==> src/rtl/turn_timer_multi_pkg.sv <==
// Shared types and helpers for the N-player turn timer.
package turn_timer_pkg;

  // Top-level control state of the turn timer.
  typedef enum logic [1:0] {
    IDLE   = 2'd0,
    RUN    = 2'd1,
    PAUSED = 2'd2
  } tt_state_t;

  // Index of the player after `cur` in a rotation of `n` players.
  // Explicit wrap, so player counts that are not a power of two rotate correctly.
  function automatic int unsigned next_player(input int unsigned cur,
                                              input int unsigned n);
    return (cur >= n - 1) ? 32'd0 : cur + 32'd1;
  endfunction

endpackage

==> src/rtl/turn_timer_multi_tick_prescaler.sv <==
// Divides clk down to a one-cycle tick every CLK_FREQ enabled cycles.
// The count holds while en is low, so a paused turn keeps its sub-second phase.
// clr takes priority over en.
module tick_prescaler #(
  parameter int CLK_FREQ = 50_000_000
) (
  input  logic clk,
  input  logic rst,
  input  logic en,
  input  logic clr,
  output logic tick
);

  localparam int            CW   = (CLK_FREQ > 1) ? $clog2(CLK_FREQ) : 1;
  localparam logic [CW-1:0] LAST = CW'(CLK_FREQ - 1);

  logic [CW-1:0] r_count;

  // The tick fires on the last phase of an enabled second.
  assign tick = en && (r_count == LAST);

  // Phase counter: clear, hold, or advance with wrap at the end of a second.
  // NOTE: sequential state uses non-blocking (<=) so every flop samples pre-edge values.
  always_ff @(posedge clk or posedge rst) begin
    if (rst) begin
      r_count <= '0;
    end else if (clr) begin
      r_count <= '0;
    end else if (en) begin
      if (r_count == LAST) r_count <= '0;
      else                 r_count <= r_count + 1'b1;
    end
  end

endmodule

==> src/rtl/turn_timer_multi.sv <==
// N-player turn timer: counts down a per-turn budget, rotates the active player
// on move completion or expiry, supports pause without losing the sub-second
// phase, and raises a warning flag and a one-cycle timeout strobe.
module turn_timer_multi
  import turn_timer_pkg::*;
#(
  parameter  int CLK_FREQ     = 50_000_000,
  parameter  int NUM_PLAYERS  = 2,
  parameter  int TURN_SECONDS = 10,
  parameter  int WARN_SECONDS = 3,
  localparam int PW           = $clog2(NUM_PLAYERS),
  localparam int SW           = $clog2(TURN_SECONDS + 1)
) (
  input  logic          clk,
  input  logic          rst,
  input  logic          start,
  input  logic          move_done,
  input  logic          pause,
  input  logic          abort,
  output logic [PW-1:0] active_player,
  output logic [SW-1:0] seconds_left,
  output logic          running,
  output logic          paused,
  output logic          warning,
  output logic          timeout_pulse,
  output logic [PW-1:0] timeout_player
);

  localparam logic [SW-1:0] SEC_FULL = SW'(TURN_SECONDS);
  localparam logic [SW-1:0] SEC_WARN = SW'(WARN_SECONDS);
  localparam logic [SW-1:0] SEC_ONE  = SW'(1);

  tt_state_t     r_state;
  tt_state_t     w_state_next;
  logic [PW-1:0] r_player;
  logic [SW-1:0] r_seconds;
  logic          r_timeout_pulse;
  logic [PW-1:0] r_timeout_player;

  logic          w_in_play;
  logic          w_start_ev;
  logic          w_abort_ev;
  logic          w_move_ev;
  logic          w_presc_en;
  logic          w_presc_clr;
  logic          w_tick;
  logic          w_expiry;
  logic          w_decrement;
  logic [PW-1:0] w_player_next;

  // Event decode, encoding abort > move_done > expiry tick > pause.
  assign w_in_play   = (r_state != IDLE);
  assign w_start_ev  = (r_state == IDLE) && start;
  assign w_abort_ev  = w_in_play && abort;
  assign w_move_ev   = w_in_play && move_done && !abort;

  // The prescaler only advances in RUN with pause low, so the edge that enters
  // PAUSED consumes no phase. Any turn restart realigns it to a fresh second.
  assign w_presc_en  = (r_state == RUN) && !pause;
  assign w_presc_clr = w_start_ev || w_abort_ev || w_move_ev;

  assign w_expiry    = w_tick && (r_seconds == SEC_ONE) && !w_abort_ev && !w_move_ev;
  assign w_decrement = w_tick && (r_seconds >  SEC_ONE) && !w_abort_ev && !w_move_ev;

  assign w_player_next = PW'(next_player(32'(r_player), NUM_PLAYERS));

  tick_prescaler #(
    .CLK_FREQ(CLK_FREQ)
  ) u_prescaler (
    .clk  (clk),
    .rst  (rst),
    .en   (w_presc_en),
    .clr  (w_presc_clr),
    .tick (w_tick)
  );

  // State register.
  always_ff @(posedge clk or posedge rst) begin
    if (rst) r_state <= IDLE;
    else     r_state <= w_state_next;
  end

  // Next-state logic; move_done never changes state on its own.
  // NOTE: the default assignment first keeps this block free of inferred latches.
  always_comb begin
    w_state_next = r_state;
    unique case (r_state)
      IDLE: begin
        if (start) w_state_next = RUN;
      end
      RUN: begin
        if (abort)      w_state_next = IDLE;
        else if (pause) w_state_next = PAUSED;
      end
      PAUSED: begin
        if (abort)       w_state_next = IDLE;
        else if (!pause) w_state_next = RUN;
      end
      default: w_state_next = IDLE;
    endcase
  end

  // Seconds counter and active player: load on start, clear on abort,
  // advance-and-reload on move_done or expiry, count down on a plain tick.
  always_ff @(posedge clk or posedge rst) begin
    if (rst) begin
      r_player  <= '0;
      r_seconds <= '0;
    end else if (w_start_ev) begin
      r_player  <= '0;
      r_seconds <= SEC_FULL;
    end else if (w_abort_ev) begin
      r_player  <= '0;
      r_seconds <= '0;
    end else if (w_move_ev || w_expiry) begin
      r_player  <= w_player_next;
      r_seconds <= SEC_FULL;
    end else if (w_decrement) begin
      r_seconds <= r_seconds - 1'b1;
    end
  end

  // Timeout strobe: one cycle wide, tagged with the player whose turn ran out.
  always_ff @(posedge clk or posedge rst) begin
    if (rst) begin
      r_timeout_pulse  <= 1'b0;
      r_timeout_player <= '0;
    end else begin
      r_timeout_pulse <= w_expiry;
      if (w_expiry) r_timeout_player <= r_player;
    end
  end

  // Outputs come straight from registers or simple decodes of them.
  assign active_player  = r_player;
  assign seconds_left   = r_seconds;
  assign running        = w_in_play;
  assign paused         = (r_state == PAUSED);
  assign warning        = w_in_play && (r_seconds <= SEC_WARN);
  assign timeout_pulse  = r_timeout_pulse;
  assign timeout_player = r_timeout_player;

endmodule
==> config.mk <==
export PLATFORM = sky130hd
export DESIGN_NAME = turn_timer_multi
export DESIGN_NICKNAME = d
export VERILOG_FILES = /design/src/rtl/turn_timer_multi_pkg.sv /design/src/rtl/turn_timer_multi_tick_prescaler.sv /design/src/rtl/turn_timer_multi.sv
export SDC_FILE = /design/constraint.sdc
export NUM_CORES = 1
export LEC_CHECK = 0
export CAP_MARGIN = 20
export CORE_AREA = 10 10 83 85
export DETAILED_ROUTE_END_ITERATION = 7
export DIE_AREA = 0 0 93 95
export SLEW_MARGIN = 5
export SYNTH_ARGS = -nofsm -noshare
export SYNTH_HDL_FRONTEND = slang
export SYNTH_SLANG_ARGS = --single-unit
==> constraint.sdc <==
create_clock -name clk -period 2.3 [get_ports clk]
set_clock_uncertainty 0.1 [all_clocks]
set_input_delay 0.575 -clock clk [delete_from_list [all_inputs] [get_ports clk]]
set_output_delay 0.575 -clock clk [all_outputs]
set_load 0.05 [all_outputs]
==> results of run 1 <==
[stage by stage]
step           setup TNS (ns)  cell area, um^2  hold WS, ns  std cells
2_1_floorplan               0             2060        0.367        219
3_3_place_gp            -1.60             2450        0.388        317
3_5_place_dp            -1.76             2450        0.395        317
4_1_cts                     0             2540        0.411        324
5_1_grt                     0             2540        0.430        324
6_report                    0             2540        0.407        324
[power by group through the flow]
stage / clock network (mW) / logic (mW) / registers (mW)
detailed placement: 0 / 0.489 / 0.692
floorplan: 0 / 0.250 / 0.746
global route: 0.501 / 0.530 / 0.684
finish: 0.462 / 0.486 / 0.681
global placement: 0 / 0.488 / 0.692
CTS: 0.479 / 0.490 / 0.679
[layout make-up]
type	instances	area [um^2]
clock buffer	6	82.6
fill	540	2800
tap	72	90.1
multi-input combinational	161	1090
timing repair buffer	36	350
sequential	35	876
clock inverter	1	5.00
inverter	13	48.8
[cell families after synthesis]
group                    count (synthesis)  synth area share [%]
buffers and inverters                   23                  4.91
flip-flops                              35                  42.4
adder cells (fa/ha/maj)                  3                  1.82
multiplexers                             3                  1.58
AO/OA/AOI/OAI                           30                  11.2
XOR/XNOR                                25                  10.6
AND/OR/NAND/NOR                        100                  27.5
[final timing paths]
path	slack, ns	cells past startpoint	to
worst max-delay path	0.07	1	seconds_left[0]
worst min register to register	0.41	1	timeout_player
min in group asynchronous	0.59	3	seconds_left[0]
max in group asynchronous	1.18	3	u_prescaler.r_count[8]
worst min-delay path	0.41	1	timeout_player
worst max register to register	0.31	5	seconds_left[1]
[per-layer routing]
metal	share of wire (%)	vias up	wire length [um]
li1	-	829	-
met1	47	769	2090
met2	47	19	2120
met3	3.9	9	174
met4	1.8	0	82
met5	0	-	0
[registers in the layout, indices dropped and copies added (netlist names)]
signal	count
active_player	1
u_prescaler.r_count	26
timeout_pulse	1
seconds_left	4
r_state	2
timeout_player	1
[synth_stat cells, drive strengths merged (2+ instances only)]
library cell	instances
mux2	2
nor4	3
and4	5
a22oi	2
a21boi	2
o211ai	2
nand4	8
a32o	3
xnor2	17
xor2	8
nor3	12
or3	2
buf	8
or2	3
and3	4
nand2	10
nor3b	3
nand3	9
clkbuf	2
nor4b	2
ha	3
o21ai	8
o2111ai	3
dfrtp	35
nor2	36
inv	13
[worst register-to-register path, cell delays in order (launching register included)]
cell and delay [ns]:
dfrtp_1 0.49, or3_1 0.54, a32o_1 0.27, o21ai_0 0.16, a31oi_1 0.06, mux2_2 0.26
==> results.sh, run 1 <==
export IMPL_setup_viol=0
export IMPL_post_cts_buffers=0
export IMPL_hold_viol_final=0
export IMPL_relSlewSlack_pct=66.3
export IMPL_grt_use_met2_pct=18.3
export IMPL_ys_types=48
export IMPL_worst_ir_drop_vdd_mv=0.354
export IMPL_insertion_delay_ns=0.29
export IMPL_layout_min_cycle_time_ns=2.23
export IMPL_switching_share_pct=33.8
export IMPL_die_x_um=93
export IMPL_crit_chain="clkdlybuf4s50_1"
export IMPL_layout_common_cells="nor2_1 (36), dfrtp_1 (35), buf_4 (21)"
export IMPL_ys_dominant_reg_cell="dfrtp_1"
export IMPL_cts_hold_buf=0
export IMPL_end_kind="primary output"
export IMPL_htree_levels=2
export IMPL_port_buffers=15
export IMPL_power_leakage_nw=1.06
export IMPL_rsz0062_at_grt="false"
export IMPL_path_buf_inv=1
export IMPL_dieArea_um2=8840
export IMPL_n_antenna_cell=0
export IMPL_cts_clk_slew_worst_paths_ns=0.07
export IMPL_p_sw_mw=0.550
export IMPL_initial_core_util_pct=38.7
export IMPL_dp_slack_ns=-0.157
export IMPL_min_from="timeout_player"
export IMPL_r2r_start="r_state[1]"
export IMPL_final_common_cell="nor2_1"
export IMPL_syn_nets=228
export IMPL_drt_wl_total_mm=4.47
export IMPL_finalCritPeriodShare_pct=96.9
export IMPL_intPower_mw=1.08
export IMPL_cts_made_buffers=5
export IMPL_slowest_delay_ns=0.84
export IMPL_status="complete, no violations"
export IMPL_layout_drive_gt1_share_pct=17.5
export IMPL_ctsLongestPathBuffers=2
export IMPL_p_per_area_nw_per_um2=641
export IMPL_combPwrFrac_pct=29.8
export IMPL_core_um2=5340
export IMPL_synthCells=219
export IMPL_required_ns=1.62
export IMPL_synth_area_leaders="dfrtp_1 (42%), xnor2_1 (7.2%), nor2_1 (6.5%), xor2_1 (3.4%), nor3_1 (2.9%)"
export IMPL_layout_setup_ws_ns=0.0708
export IMPL_fin_nets=261
export IMPL_ys_seq_elements=35
export IMPL_cts_sinks=35
export IMPL_vias_per_cell=5.02
export IMPL_vias=1626
export IMPL_syn2layout_area_growth_pct=23.0
export IMPL_path_max_fanout=6
export IMPL_drv_cap=0
export IMPL_cts_root_buffer="clkbuf_8"
export IMPL_cp_slowest_cell="clkdlybuf4s50_1"
export IMPL_yosys_area_top_type="dfrtp_1"
export IMPL_worst_ep_arrival_time_ns=1.55
export IMPL_crit_path_start_kind="flip-flop"
export IMPL_met3_usage_pct=3.01
export IMPL_grt_pass1_vias=1685
export IMPL_drtPass1Iterations=4
export IMPL_placementRows=27
export IMPL_path_class="flip-flop to primary output"
export IMPL_synth_cell_area_um2=2060
export IMPL_timing_fmax_mhz=449
export IMPL_drt_iter0_drc=40
export IMPL_dieHeight_um=95
export IMPL_busiest_layer="met2"
export IMPL_grtUsageMet1_pct=12.6
export IMPL_netlist_area_leader_share_pct=42.4
export IMPL_synthArstFlopShare_pct=100
export IMPL_avgSynthCellArea_um2=9.43
export IMPL_total_power_mw=1.63
export IMPL_antenna_left=0
export IMPL_cts_tree="built"
export IMPL_synth_edf_count=0
export IMPL_hold_path_class="flip-flop to flip-flop"
export IMPL_p_seq_share_pct=41.8
export IMPL_drv_slew=0
export IMPL_crit_start="seconds_left[0]"
export IMPL_ys_seq_area_share_pct=42.4
export IMPL_crit_family="buffers and inverters"
export IMPL_grt_pass1_wl_mm=7.73
export IMPL_globalplace_congestion=0.863
export IMPL_pwr_share_clk_pct=28.4
export IMPL_grt_ovfl_total=0
export IMPL_yosysWarnings=0
export IMPL_final_core_util_pct=47.6
export IMPL_top_level_ports=16
export IMPL_track_usage_pct=10.8
export IMPL_drc=0
export IMPL_antenna_found_initial=0
export IMPL_grt_max_degree=36
export IMPL_tightest_slew_ns=0.505
export IMPL_wire_per_inst_um=13.8
export IMPL_hpwl_mm=3.24
export IMPL_cts_resized=0
No activity file was read; power rests on OpenSTA's default activity.
==> inputs of run 2 (changes only) <==
Settings changed: CORE_AREA 10 10 83 85 to 10 10 71 73, DIE_AREA 0 0 93 95 to 0 0 81 83, PLACE_DENSITY set to 0.77.
==> results.sh, run 2 (synthesis results as in run 1) <==
export IMPL_worst_ir_drop_vdd_mv=0.446
export IMPL_grt_pass1_wl_mm=7.64
export IMPL_fin_tns_setup_ns=0
export IMPL_drv_slew=0
export IMPL_tightest_slew_ns=0.500
export IMPL_status="complete, no violations"
export IMPL_path_buf_inv=1
export IMPL_cts_clk_slew_worst_paths_ns=0.07
export IMPL_grt_pass1_vias=1681
export IMPL_power_leakage_nw=1.05
export IMPL_placementRows=22
export IMPL_crit_path_start_kind="flip-flop"
export IMPL_hold_slack_ns=0.412
export IMPL_syn2layout_area_growth_pct=20.2
export IMPL_top_level_ports=16
export IMPL_timing_fmax_mhz=451
export IMPL_insertion_delay_ns=0.29
export IMPL_globalplace_congestion=0.816
export IMPL_initial_core_util_pct=56.8
export IMPL_cp_slowest_cell="clkdlybuf4s50_1"
export IMPL_drt_iter0_drc=125
export IMPL_vias=1639
export IMPL_setup_viol=0
export IMPL_worst_ep_arrival_time_ns=1.54
export IMPL_cts_tree="built"
export IMPL_relSlewSlack_pct=66.6
export IMPL_wire_per_inst_um=14.2
export IMPL_rsz0062_at_grt="false"
export IMPL_final_common_cell="nor2_1"
export IMPL_hpwl_mm=3.07
export IMPL_drt_wl_total_mm=4.24
export IMPL_fin_nets=259
export IMPL_layout_drive_gt1_share_pct=17.6
export IMPL_hold_viol_final=0
export IMPL_antenna_found_initial=0
export IMPL_grt_ovfl_total=0
export IMPL_core_um2=3630
export IMPL_antenna_left=0
export IMPL_die_x_um=81
export IMPL_slowest_delay_ns=0.84
export IMPL_layout_common_cells="nor2_1 (36), dfrtp_1 (35), buf_4 (21)"
export IMPL_regMostFlops="u_prescaler.r_count"
export IMPL_hold_path_class="flip-flop to flip-flop"
export IMPL_placed_cell_area_um2=2370
export IMPL_fin_area_um2=2480
export IMPL_dieArea_um2=6720
export IMPL_n_antenna_cell=0
export IMPL_path_class="flip-flop to primary output"
export IMPL_p_per_area_nw_per_um2=647
export IMPL_vias_per_cell=5.50
export IMPL_final_core_util_pct=68.3
export IMPL_required_ns=1.62
export IMPL_ctsLongestPathBuffers=2
export IMPL_end_kind="primary output"
export IMPL_track_usage_pct=13.7
export IMPL_dieHeight_um=83
export IMPL_drv_cap=0
export IMPL_crit_family="buffers and inverters"
export IMPL_port_buffers=15
export IMPL_drc=0
export IMPL_cts_sinks=35
export IMPL_layout_min_cycle_time_ns=2.22
export IMPL_drtPass1Iterations=4
export IMPL_path_max_fanout=5
export IMPL_cts_made_buffers=5
export IMPL_htree_levels=2
export IMPL_largest_register_ffs=26
export IMPL_grt_max_degree=36
export IMPL_finalCritPeriodShare_pct=96.3
export IMPL_cts_root_buffer="clkbuf_8"
export IMPL_crit_chain="clkdlybuf4s50_1"
## run 2: final timing paths
path,start,end,slack [ns],cells after the start
max,seconds_left[1],seconds_left[1],0.08,1
min,timeout_player,timeout_player,0.41,1
max reg2reg,r_state[0],seconds_left[2],0.28,5
min reg2reg,timeout_player,timeout_player,0.41,1
max in group asynchronous,rst,u_prescaler.r_count[4],1.20,3
min in group asynchronous,rst,u_prescaler.r_count[22],0.59,3
## run 2: timing repair
item,in CTS,in global routing
buffers inserted,0,2
endpoints found under the setup margin,0,1
endpoints found under the hold margin,0,0
resized for setup,0,2
hold buffers,0,0
## run 2: area by class of cell
cell class                 instances  area (um^2)
clock buffer                       6         82.6
clock inverter                     1         5.00
fill                             286         1150
inverter                          13         48.8
multi-input combinational        161         1090
sequential                        35          876
tap                               48         60.1
timing repair buffer              34          320
## run 2: per-stage QoR
stage / setup WS, ns / power, mW / std cells
2_1_floorplan: 0.0127 / 0.997 / 219
3_3_place_gp: -0.147 / 1.16 / 289
3_5_place_dp: -0.207 / 1.17 / 289
4_1_cts: 0.0568 / 1.62 / 296
5_1_grt: 0.0116 / 1.69 / 298
6_report: 0.0840 / 1.61 / 298
## run 2: where the power goes
group	total, mW	leakage (nW)	switching, mW	internal [mW]
Combinational	0.471	0.522	0.278	0.193
Sequential	0.682	0.481	0.0405	0.642
Clock	0.451	0.0470	0.216	0.235
Total	1.61	1.05	0.535	1.07
## run 2: metal layers
layer	share of wire, %	up-vias	global-route usage (%)
li1	-	833	-
met1	47	774	17.4
met2	47	26	21.8
met3	4.6	6	3.66
met4	1.3	0	4.23
met5	0	-	0
